`src/rtl/mem_port_arbiter.sv`:
```
// mem_port_arbiter: round-robin arbiter sharing one memory port between instruction fetch (IF)
// and data memory (DM); a tag pipeline steers read data back to its owner READ_LATENCY cycles later.
module mem_port_arbiter #(
  parameter int ADDR_W       = 16,
  parameter int DATA_W       = 16,
  parameter int READ_LATENCY = 1
) (
  input  logic                clk,
  input  logic                reset_n,
  input  logic                if_req_valid,
  input  logic [ADDR_W-1:0]   if_req_addr,
  output logic                if_req_ready,
  output logic                if_rsp_valid,
  output logic [DATA_W-1:0]   if_rsp_data,
  input  logic                dm_req_valid,
  input  logic                dm_req_write,
  input  logic [ADDR_W-1:0]   dm_req_addr,
  input  logic [DATA_W-1:0]   dm_req_wdata,
  input  logic [DATA_W/8-1:0] dm_req_be,
  output logic                dm_req_ready,
  output logic                dm_rsp_valid,
  output logic [DATA_W-1:0]   dm_rsp_data,
  output logic [ADDR_W-1:0]   mem_address,
  output logic                mem_clken,
  output logic                mem_chipselect,
  output logic                mem_write,
  output logic [DATA_W-1:0]   mem_writedata,
  output logic [DATA_W/8-1:0] mem_byteenable,
  input  logic [DATA_W-1:0]   mem_readdata
);

  // state     | meaning
  // GRANT_IF  | IF won the last accepted transfer; DM wins the next tie
  // GRANT_DM  | DM won the last accepted transfer (reset value); IF wins the next tie
  typedef enum logic {GRANT_IF, GRANT_DM} grant_t;

  grant_t                  last_grant, last_grant_nxt;
  logic                    grant_if, grant_dm, issue_read;
  logic [READ_LATENCY-1:0] tag_vld, tag_dm;
  logic                    rsp_vld, rsp_dm;

  always_ff @(posedge clk or negedge reset_n) begin
    if (!reset_n) begin
      last_grant <= GRANT_DM;
      tag_vld    <= '0;
      tag_dm     <= '0;
    end else begin
      last_grant <= last_grant_nxt;
      tag_vld[0] <= issue_read;
      tag_dm[0]  <= grant_dm;
      for (int i = 1; i < READ_LATENCY; i++) begin
        tag_vld[i] <= tag_vld[i-1];
        tag_dm[i]  <= tag_dm[i-1];
      end
    end
  end

  // Grants are forced low in reset so the readies and memory drive stay quiet.
  always_comb begin
    grant_if       = 1'b0;
    grant_dm       = 1'b0;
    last_grant_nxt = last_grant;
    if (reset_n) begin
      if (if_req_valid && dm_req_valid) begin
        grant_if = (last_grant == GRANT_DM);
        grant_dm = (last_grant == GRANT_IF);
      end else begin
        grant_if = if_req_valid;
        grant_dm = dm_req_valid;
      end
    end
    if (grant_if)      last_grant_nxt = GRANT_IF;
    else if (grant_dm) last_grant_nxt = GRANT_DM;
    issue_read = grant_if || (grant_dm && !dm_req_write);
  end

  assign if_req_ready = grant_if;
  assign dm_req_ready = grant_dm;

  always_comb begin
    mem_chipselect = 1'b0;
    mem_write      = 1'b0;
    mem_address    = '0;
    mem_writedata  = '0;
    mem_byteenable = '0;
    if (grant_if) begin
      mem_chipselect = 1'b1;
      mem_address    = if_req_addr;
      mem_byteenable = '1;
    end else if (grant_dm) begin
      mem_chipselect = 1'b1;
      mem_address    = dm_req_addr;
      if (dm_req_write) begin
        mem_write      = 1'b1;
        mem_writedata  = dm_req_wdata;
        mem_byteenable = dm_req_be;
      end else begin
        mem_byteenable = '1;
      end
    end
  end

  assign mem_clken = reset_n;

  assign rsp_vld      = tag_vld[READ_LATENCY-1];
  assign rsp_dm       = tag_dm[READ_LATENCY-1];
  assign if_rsp_valid = rsp_vld && !rsp_dm;
  assign dm_rsp_valid = rsp_vld && rsp_dm;
  assign if_rsp_data  = if_rsp_valid ? mem_readdata : '0;
  assign dm_rsp_data  = dm_rsp_valid ? mem_readdata : '0;

endmodule

```
`config.mk`:
```
export PLATFORM = sky130hd
export DESIGN_NAME = mem_port_arbiter
export DESIGN_NICKNAME = d
export VERILOG_FILES = /design/src/rtl/mem_port_arbiter.sv
export SDC_FILE = /design/constraint.sdc
export NUM_CORES = 1
export LEC_CHECK = 0
export ABC_AREA = 1
export CAP_MARGIN = 5
export CELL_PAD_IN_SITES_DETAIL_PLACEMENT = 0
export CELL_PAD_IN_SITES_GLOBAL_PLACEMENT = 1
export CORE_ASPECT_RATIO = 0.6
export CORE_MARGIN = 5
export CORE_UTILIZATION = 12
export DETAILED_ROUTE_END_ITERATION = 8
export PLACE_DENSITY = 0.85
export SKIP_CTS_REPAIR_TIMING = 1
export SYNTH_ARGS = -nofsm -noshare
export SYNTH_HDL_FRONTEND = slang
export SYNTH_SLANG_ARGS = --single-unit
```
`constraint.sdc`:
```
create_clock -name clk -period 2.8 [get_ports clk]
set_input_delay 0.56 -clock clk [delete_from_list [all_inputs] [get_ports clk]]
set_output_delay 0.56 -clock clk [all_outputs]
set_load 0.005 [all_outputs]
```
== Word level (Yosys, flattened, before mapping) ==
Index checks and enable logic that the tools add are counted.

* Flip-flop bits (word level): 3
* Bits in latches: 0
* Memory bits (writable): 0
* Memory bits (read-only): 0
* Output and inout port bits: 73
* Memories kept: 0

* $add $sub $neg: 0
* $mul: 0
* Div/mod/pow operators: 0
* Order comparisons: 0
* Equality and inequality tests: 0
* Shift-type cells: 0
* Multiplexer cells: 21
* Bitwise operators: 1
* Reduce and logical (&&, ||, !) cells: 8

{| class="wikitable"
|+ Operators by type and width
! kind !! count
|-
| 16-bit 2-to-1 mux || 7
|-
| 1-bit 2-to-1 mux || 11
|-
| 2-bit 2-to-1 mux || 3
|-
| 1-bit logical AND || 4
|-
| 1-bit logical NOT || 2
|-
| 2-bit nonzero test || 1
|-
| 1-bit logical OR || 1
|-
| 1-bit inverter || 1
|}

== Depth between registers and ports, before layout ==
Gate-level depths: netlist of the first run.

* Depth after elaboration: 5
* Gate-level depth with buffers: 5

== Worst setup path before layout of the first run ==
No wires, ideal clock.

* Path kind: input to output
* Start: in dm_req_write
* End: out mem_writedata[10]
* Arrival time: 1.043 ns
* Data required time: 2.240 ns
* Slack: 1.197 ns
* Stages: 4
* Buffers on the path: 2
* Cell sequence: buf_2 buf_4 nand2_1 nor2_2

* Cells in the longest elaborated chain, start to end: 3

{| class="wikitable"
|+ Ends and longest elaborated chain
! what !! RTL line !! RTL
|-
| start: declaration || 16 || <nowiki>input logic dm_req_write,</nowiki>
|-
| 16-bit 2-to-1 mux || 93 || <nowiki>if (dm_req_write) begin</nowiki>
|-
| 16-bit 2-to-1 mux || 90 || <nowiki>end else if (grant_dm) begin</nowiki>
|-
| 16-bit 2-to-1 mux || 86 || <nowiki>if (grant_if) begin</nowiki>
|-
| end: declaration || 27 || <nowiki>output logic [DATA_W-1:0] mem_writedata,</nowiki>
|}

Every way passes these cells.

== Worst setup path after layout of the first run ==
* Start: in reset_n
* End: out mem_byteenable[1]

* Cells in the longest elaborated chain, start to end: 3

{| class="wikitable"
|+ Ends and longest elaborated chain
! what !! RTL line !! RTL
|-
| start: declaration || 9 || <nowiki>input logic reset_n,</nowiki>
|-
| 1-bit 2-to-1 mux || 63 || <nowiki>if (reset_n) begin</nowiki>
|-
| 2-bit 2-to-1 mux || 90 ||
|-
| 2-bit 2-to-1 mux (*) || 86 ||
|-
| end: declaration || 28 || <nowiki>output logic [DATA_W/8-1:0] mem_byteenable,</nowiki>
|}

Mark *: on every way between the ends. The rest lies on a longest branch, timed or not.

==> results of run 1 <==
registers in the layout (all words and copies together) (netlist names):
signal      count
last_grant      1
rsp_dm          1
rsp_vld         1
cells in the mapped netlist:
master,instances
nor2_2,10
inv_2,3
inv_1,23
nand2_4,1
nand2_2,2
buf_4,5
nor2_1,42
nand2_1,42
buf_6,4
buf_2,3
nand3_1,35
dfrtp_1,2
dfstp_2,1
a21oi_1,1
cells by family (layout without fill, tap and decap cells):
kind of cell	after synthesis	in the layout	share of synthesized area, %
and+or+nand+nor	132	132	67.6
AOI/OAI and AO/OA	1	1	0.586
DFF	3	3	8.95
buffers and inverters	38	179	22.9
worst paths after layout:
path                                 start                 to  slack, ns
worst max-delay path               reset_n  mem_byteenable[1]       0.09
worst min register to register  last_grant         last_grant       0.52
min in group asynchronous          reset_n             rsp_dm       0.66
worst min-delay path            last_grant         last_grant       0.52
worst max register to register  last_grant            rsp_vld       1.58
max in group asynchronous          reset_n         last_grant       1.95
critical path, stage by stage:
cell             delay, ns
clkdlybuf4s50_1       0.50
nand2_1               0.10
inv_2                 0.24
nand2_1               0.15
nand2_1               0.10
clkdlybuf4s50_1       0.50
area by class of cell:
class | count | area (um^2) | share of cell area, %
Clock buffer | 4 | 78.8 | 3.22
Timing Repair Buffer | 149 | 1500 | 61.4
Multi-Input combinational cell | 133 | 582 | 23.8
Inverter | 26 | 97.6 | 3.99
Tap cell | 87 | 109 | 4.45
Sequential cell | 3 | 76.3 | 3.12
metal layers:
| layer | wire length (um) | vias up | track usage (%) | share of wire, % |
|---|---|---|---|---|
| met4 | 27 | 0 | 3.08 | 0.57 |
| met3 | 328 | 2 | 2.60 | 7.0 |
| li1 | - | 803 | - | - |
| met2 | 2240 | 66 | 17.1 | 48 |
| met5 | 0 | - | 0 | 0 |
| met1 | 2100 | 668 | 12.7 | 45 |
where the power goes:
part	internal, mW	switching, mW
Combinational	0.202	0.121
Clock	0.188	0.0391
Sequential	0.0497	0.00325
Total	0.439	0.163
per-stage QoR:
| step | setup WS, ns | hold WS, ns | std cells | setup TNS (ns) | power (mW) |
|---|---|---|---|---|---|
| floorplan | 1.20 | 0.264 | 174 | 0 | 0.165 |
| global placement | 0.0913 | 0.513 | 398 | 0 | 0.377 |
| detailed placement | 0.100 | 0.524 | 398 | 0 | 0.380 |
| CTS | 0.0788 | 0.526 | 402 | 0 | 0.611 |
| global route | -0.00609 | 0.580 | 402 | -0.00835 | 0.641 |
| finish | 0.0881 | 0.522 | 402 | 0 | 0.603 |
==> key figures, run 1 <==
Clock network
  • Clock Tree Root: clkbuf_16
  • Skew-Pair Late Insertion Delay: 0.22 ns
  • Clk pin slew, worst setup/hold paths: 0.03 ns
  • Clk sinks: 3
  • Number of buffers on the longest clock path: 2
  • CTS tree: built
  • H-tree depth: 1
  • Num CTS Buffers: 3

GRT
  • First-pass GRT wire length: 7380 um
  • Antenna violations before repair: 0
  • Global route overflow: 0
  • GRT Util Overall: 10.0%
  • Largest net degree at the start of global routing: 20
  • Vias in the first global route: 1535

Power
  • Worst VDD drop: 0.000114 V
  • Leak: 1.10 nW
  • Pwr/cell area: 247 nW/um^2

Timing
  • Setup violators final: 0
  • Least-Margin Pin Slew: 0.540 ns
  • Max-slew violation count: 0
  • Fin. Hold Viols: 0
  • F_max: 369 MHz
  • Period utilisation layout: 96.9%
  • Rel. slew slack: 63.9%
  • Final Skew: 0.000952 ns
  • RSZ-0062 raised after global routing: true
  • Final Critical Period: 2.71 ns

Worst setup path
  • CP Launch Type: input pin
  • Crit path capture type: primary output
  • Critical path arrival: 2.15 ns
  • Worst-path fanout max: 17
  • Worst EP required: 2.24 ns
  • Reg2Reg Depth: 4
  • Setup CP Type: in2out

Synth
  • Synth Cell Area: 853 um^2
  • Largest area contributor in the netlist: nand3_1
  • Synth Instances: 174
  • Yosys warnings: 0
  • Avg Cell Area, Syn: 4.90 um^2
  • Sequential-to-total area share from yosys stat: 8.94%
  • Syn Nets: 245
  • Synth top area share: 20.5%
  • Distinct cells, synth: 14
  • Synth area leaders: nand3_1, nand2_1, nor2_1, inv_1, nor2_2
  • FF+latch count, synth: 3

Finish
  • Final #Nets: 387
  • Commonest cells after routing, fill and taps aside: clkdlybuf4s50_1, nand2_1, nor2_1, nand3_1, inv_1
  • Final core utilization: 36.0%
  • Fraction of layout cells with a size suffix above 1: 8.25%
  • Syn-to-layout area delta: 187%
  • Commonest non-fill, non-tap cell in the layout: clkdlybuf4s50_1
  • Fin area: 2440 um^2
  • Layout fillers: 718
  • Antenna diode count: 0

Floorplan
  • Num ports: 144
  • Initial core utilization: 12.6%
  • Die Footprint: 8950 um^2
  • Die width: 119 um
  • Placement row count: 23
  • Chip height: 75.3 um
  • Total core area: 6790 um^2

Placed design
  • HPWL Detailed: 4040 um
  • PortBufs: 143
  • Dpl cell area: 2370 um^2
  • Global placer's final weighted congestion: 0.702

Routing
  • First drt pass iteration count: 4
  • Vias/cell: 3.83
  • Final wirelength: 4700 um
  • Remaining DRCs: 0
  • Routed Antenna Nets: 0
  • Via count: 1539
  • Drt wl/cell: 11.7 um
  • 1st-iter DRT viols: 68

Hold path
  • HP Class: reg2reg
  • Hold depth: 2

Flow run
  • Max-cap viol count: 0

Status
  • Status: finished clean
No activity file was read; power rests on OpenSTA's default activity.
==> inputs of run 2 (changes only) <==
CORE_UTILIZATION = 10   (was 12)
PLACE_DENSITY = 0.75   (was 0.85)
clock period = 2.2 ns   (was 2.8 ns; I/O delays follow)
==> run 2 against run 1 <==
Via count rose by 4.0%. Hold slack worse by 0.31 ns. Clock power up 25%. Core utilization is 3.7 points lower. Register-to-register slack worse by 0.61 ns. Final area is 11% higher. Setup slack worse by 0.052 ns. Critical endpoint is now mem_address[12].
==> key figures, run 2 (synthesis gave the netlist of run 1 again) <==
Floorplan
  • Chip height: 81.6 um
  • Initial core utilization: 10.1%
  • Total core area: 8430 um^2
  • Num ports: 144
  • Die Footprint: 10500 um^2
  • Placement row count: 26
  • Die width: 129 um

Routing
  • Vias/cell: 3.62
  • Routed Antenna Nets: 0
  • Drt wl/cell: 11.9 um
  • First drt pass iteration count: 4
  • Remaining DRCs: 0
  • 1st-iter DRT viols: 43
  • Final wirelength: 5260 um
  • Via count: 1601

Finish
  • Fin area: 2720 um^2
  • Syn-to-layout area delta: 219%
  • Commonest non-fill, non-tap cell in the layout: clkdlybuf4s50_1
  • Final #Nets: 402
  • Fraction of layout cells with a size suffix above 1: 13.6%
  • Commonest cells after routing, fill and taps aside: clkdlybuf4s50_1, nor2_1, nand2_1, nand3_1, inv_1
  • Layout fillers: 873
  • Antenna diode count: 0
  • Final non-filler cell total: 442

Power
  • Pwr/cell area: 302 nW/um^2
  • Leak: 1.47 nW
  • Power, Total: 0.822 mW
  • Worst VDD drop: 0.000160 V

Timing
  • Final Skew: 0.000228 ns
  • Rel. slew slack: 78.7%
  • Final Critical Period: 2.16 ns
  • Fin. Hold Viols: 0
  • Max-slew violation count: 0
  • Least-Margin Pin Slew: 0.318 ns
  • Setup tns final: 0 ns
  • F_max: 462 MHz
  • Period utilisation layout: 98.4%
  • Setup violators final: 0
  • Final setup margin: 0.0363 ns

Flow run
  • Max-cap viol count: 0

Worst setup path
  • CP Launch Type: register
  • Crit path buf inv count: 3
  • Worst r2r src: last_grant
  • Worst EP required: 1.76 ns
  • Critical path's slowest cell: dfstp_2
  • Flop-to-flop setup slack: 0.97 ns
  • Top delay family on crit path: buffers and inverters
  • CP Cell Sequence: inv_2, nand2_4, clkbuf_16, nand3_1, nand2_1, clkdlybuf4s50_1
  • Slowest cell delay on critical path: 0.56 ns
  • Setup CP Type: reg2out
  • Critical path arrival: 1.72 ns
  • Crit path capture type: primary output
  • Crit. Startpoint: last_grant
  • Worst-path fanout max: 8

Placed design
  • Number of instances in the placed design: 432
  • PortBufs: 143
  • Dpl cell area: 2490 um^2
  • Global placer's final weighted congestion: 0.722
  • Dpl ws: -0.239 ns
  • HPWL Detailed: 4280 um

Clock network
  • Clock Tree Root: clkbuf_16
  • Num CTS Buffers: 3
  • CTS tree: built
  • Clk pin slew, worst setup/hold paths: 0.03 ns
  • Clk sinks: 3
  • Number of buffers on the longest clock path: 2
  • H-tree depth: 1
  • Skew-Pair Late Insertion Delay: 0.22 ns

GRT
  • First-pass GRT wire length: 7250 um
  • Largest net degree at the start of global routing: 19
  • Global route overflow: 0
  • Vias in the first global route: 1490
  • GRT Util Overall: 8.42%
  • Antenna violations before repair: 0

Status
  • Status: finished clean

Hold path
  • HP Class: in2async
[run 2: changes by cell type in the layout (fill, tap and decap cells not counted), moves of 2 or more]
| cell | before | now |
|---|---|---|
| clkdlybuf4s50_1 | 143 | 123 |
| dlymetal6s2s_1 | 0 | 19 |
| buf_4 | 4 | 14 |
| buf_12 | 2 | 4 |
| clkbuf_16 | 3 | 5 |
| nand2_1 | 42 | 40 |
| nand2_4 | 1 | 3 |
[run 2: metrics by stage]
step           hold slack, ns  utilization [%]
5_1_grt                 0.253             32.3
4_1_cts                 0.525             30.5
6_report                0.216             32.3
3_5_place_dp            0.520             29.6
3_3_place_gp            0.511             29.6
2_1_floorplan           0.144                -
[run 2: layer usage]
metal	vias to the layer above	share of wire, %	track usage, %
li1	835	-	-
met2	66	48	14.5
met4	0	0.25	2.31
met5	-	0	0
met1	698	44	10.6
met3	2	8.6	1.95
[run 2: worst paths after layout]
check,cells after the start,end
max,6,mem_address[12]
max reg2reg,5,rsp_dm
max in group asynchronous,2,last_grant
min in group clk,2,last_grant
min,2,rsp_vld
min reg2reg,2,last_grant
[run 2: cell type report]
type | instances | area, um^2 | area share, %
inverter | 26 | 103 | 3.77
tap | 112 | 140 | 5.14
timing repair buffer | 163 | 1710 | 62.7
sequential | 3 | 76.3 | 2.80
clock buffer | 4 | 78.8 | 2.89
multi-input combinational | 134 | 617 | 22.6
[run 2: where the power goes]
group	internal, mW	switching, mW	total, mW
sequential	0.0634	0.00582	0.0692
clock	0.239	0.0457	0.284
combinational	0.293	0.175	0.468
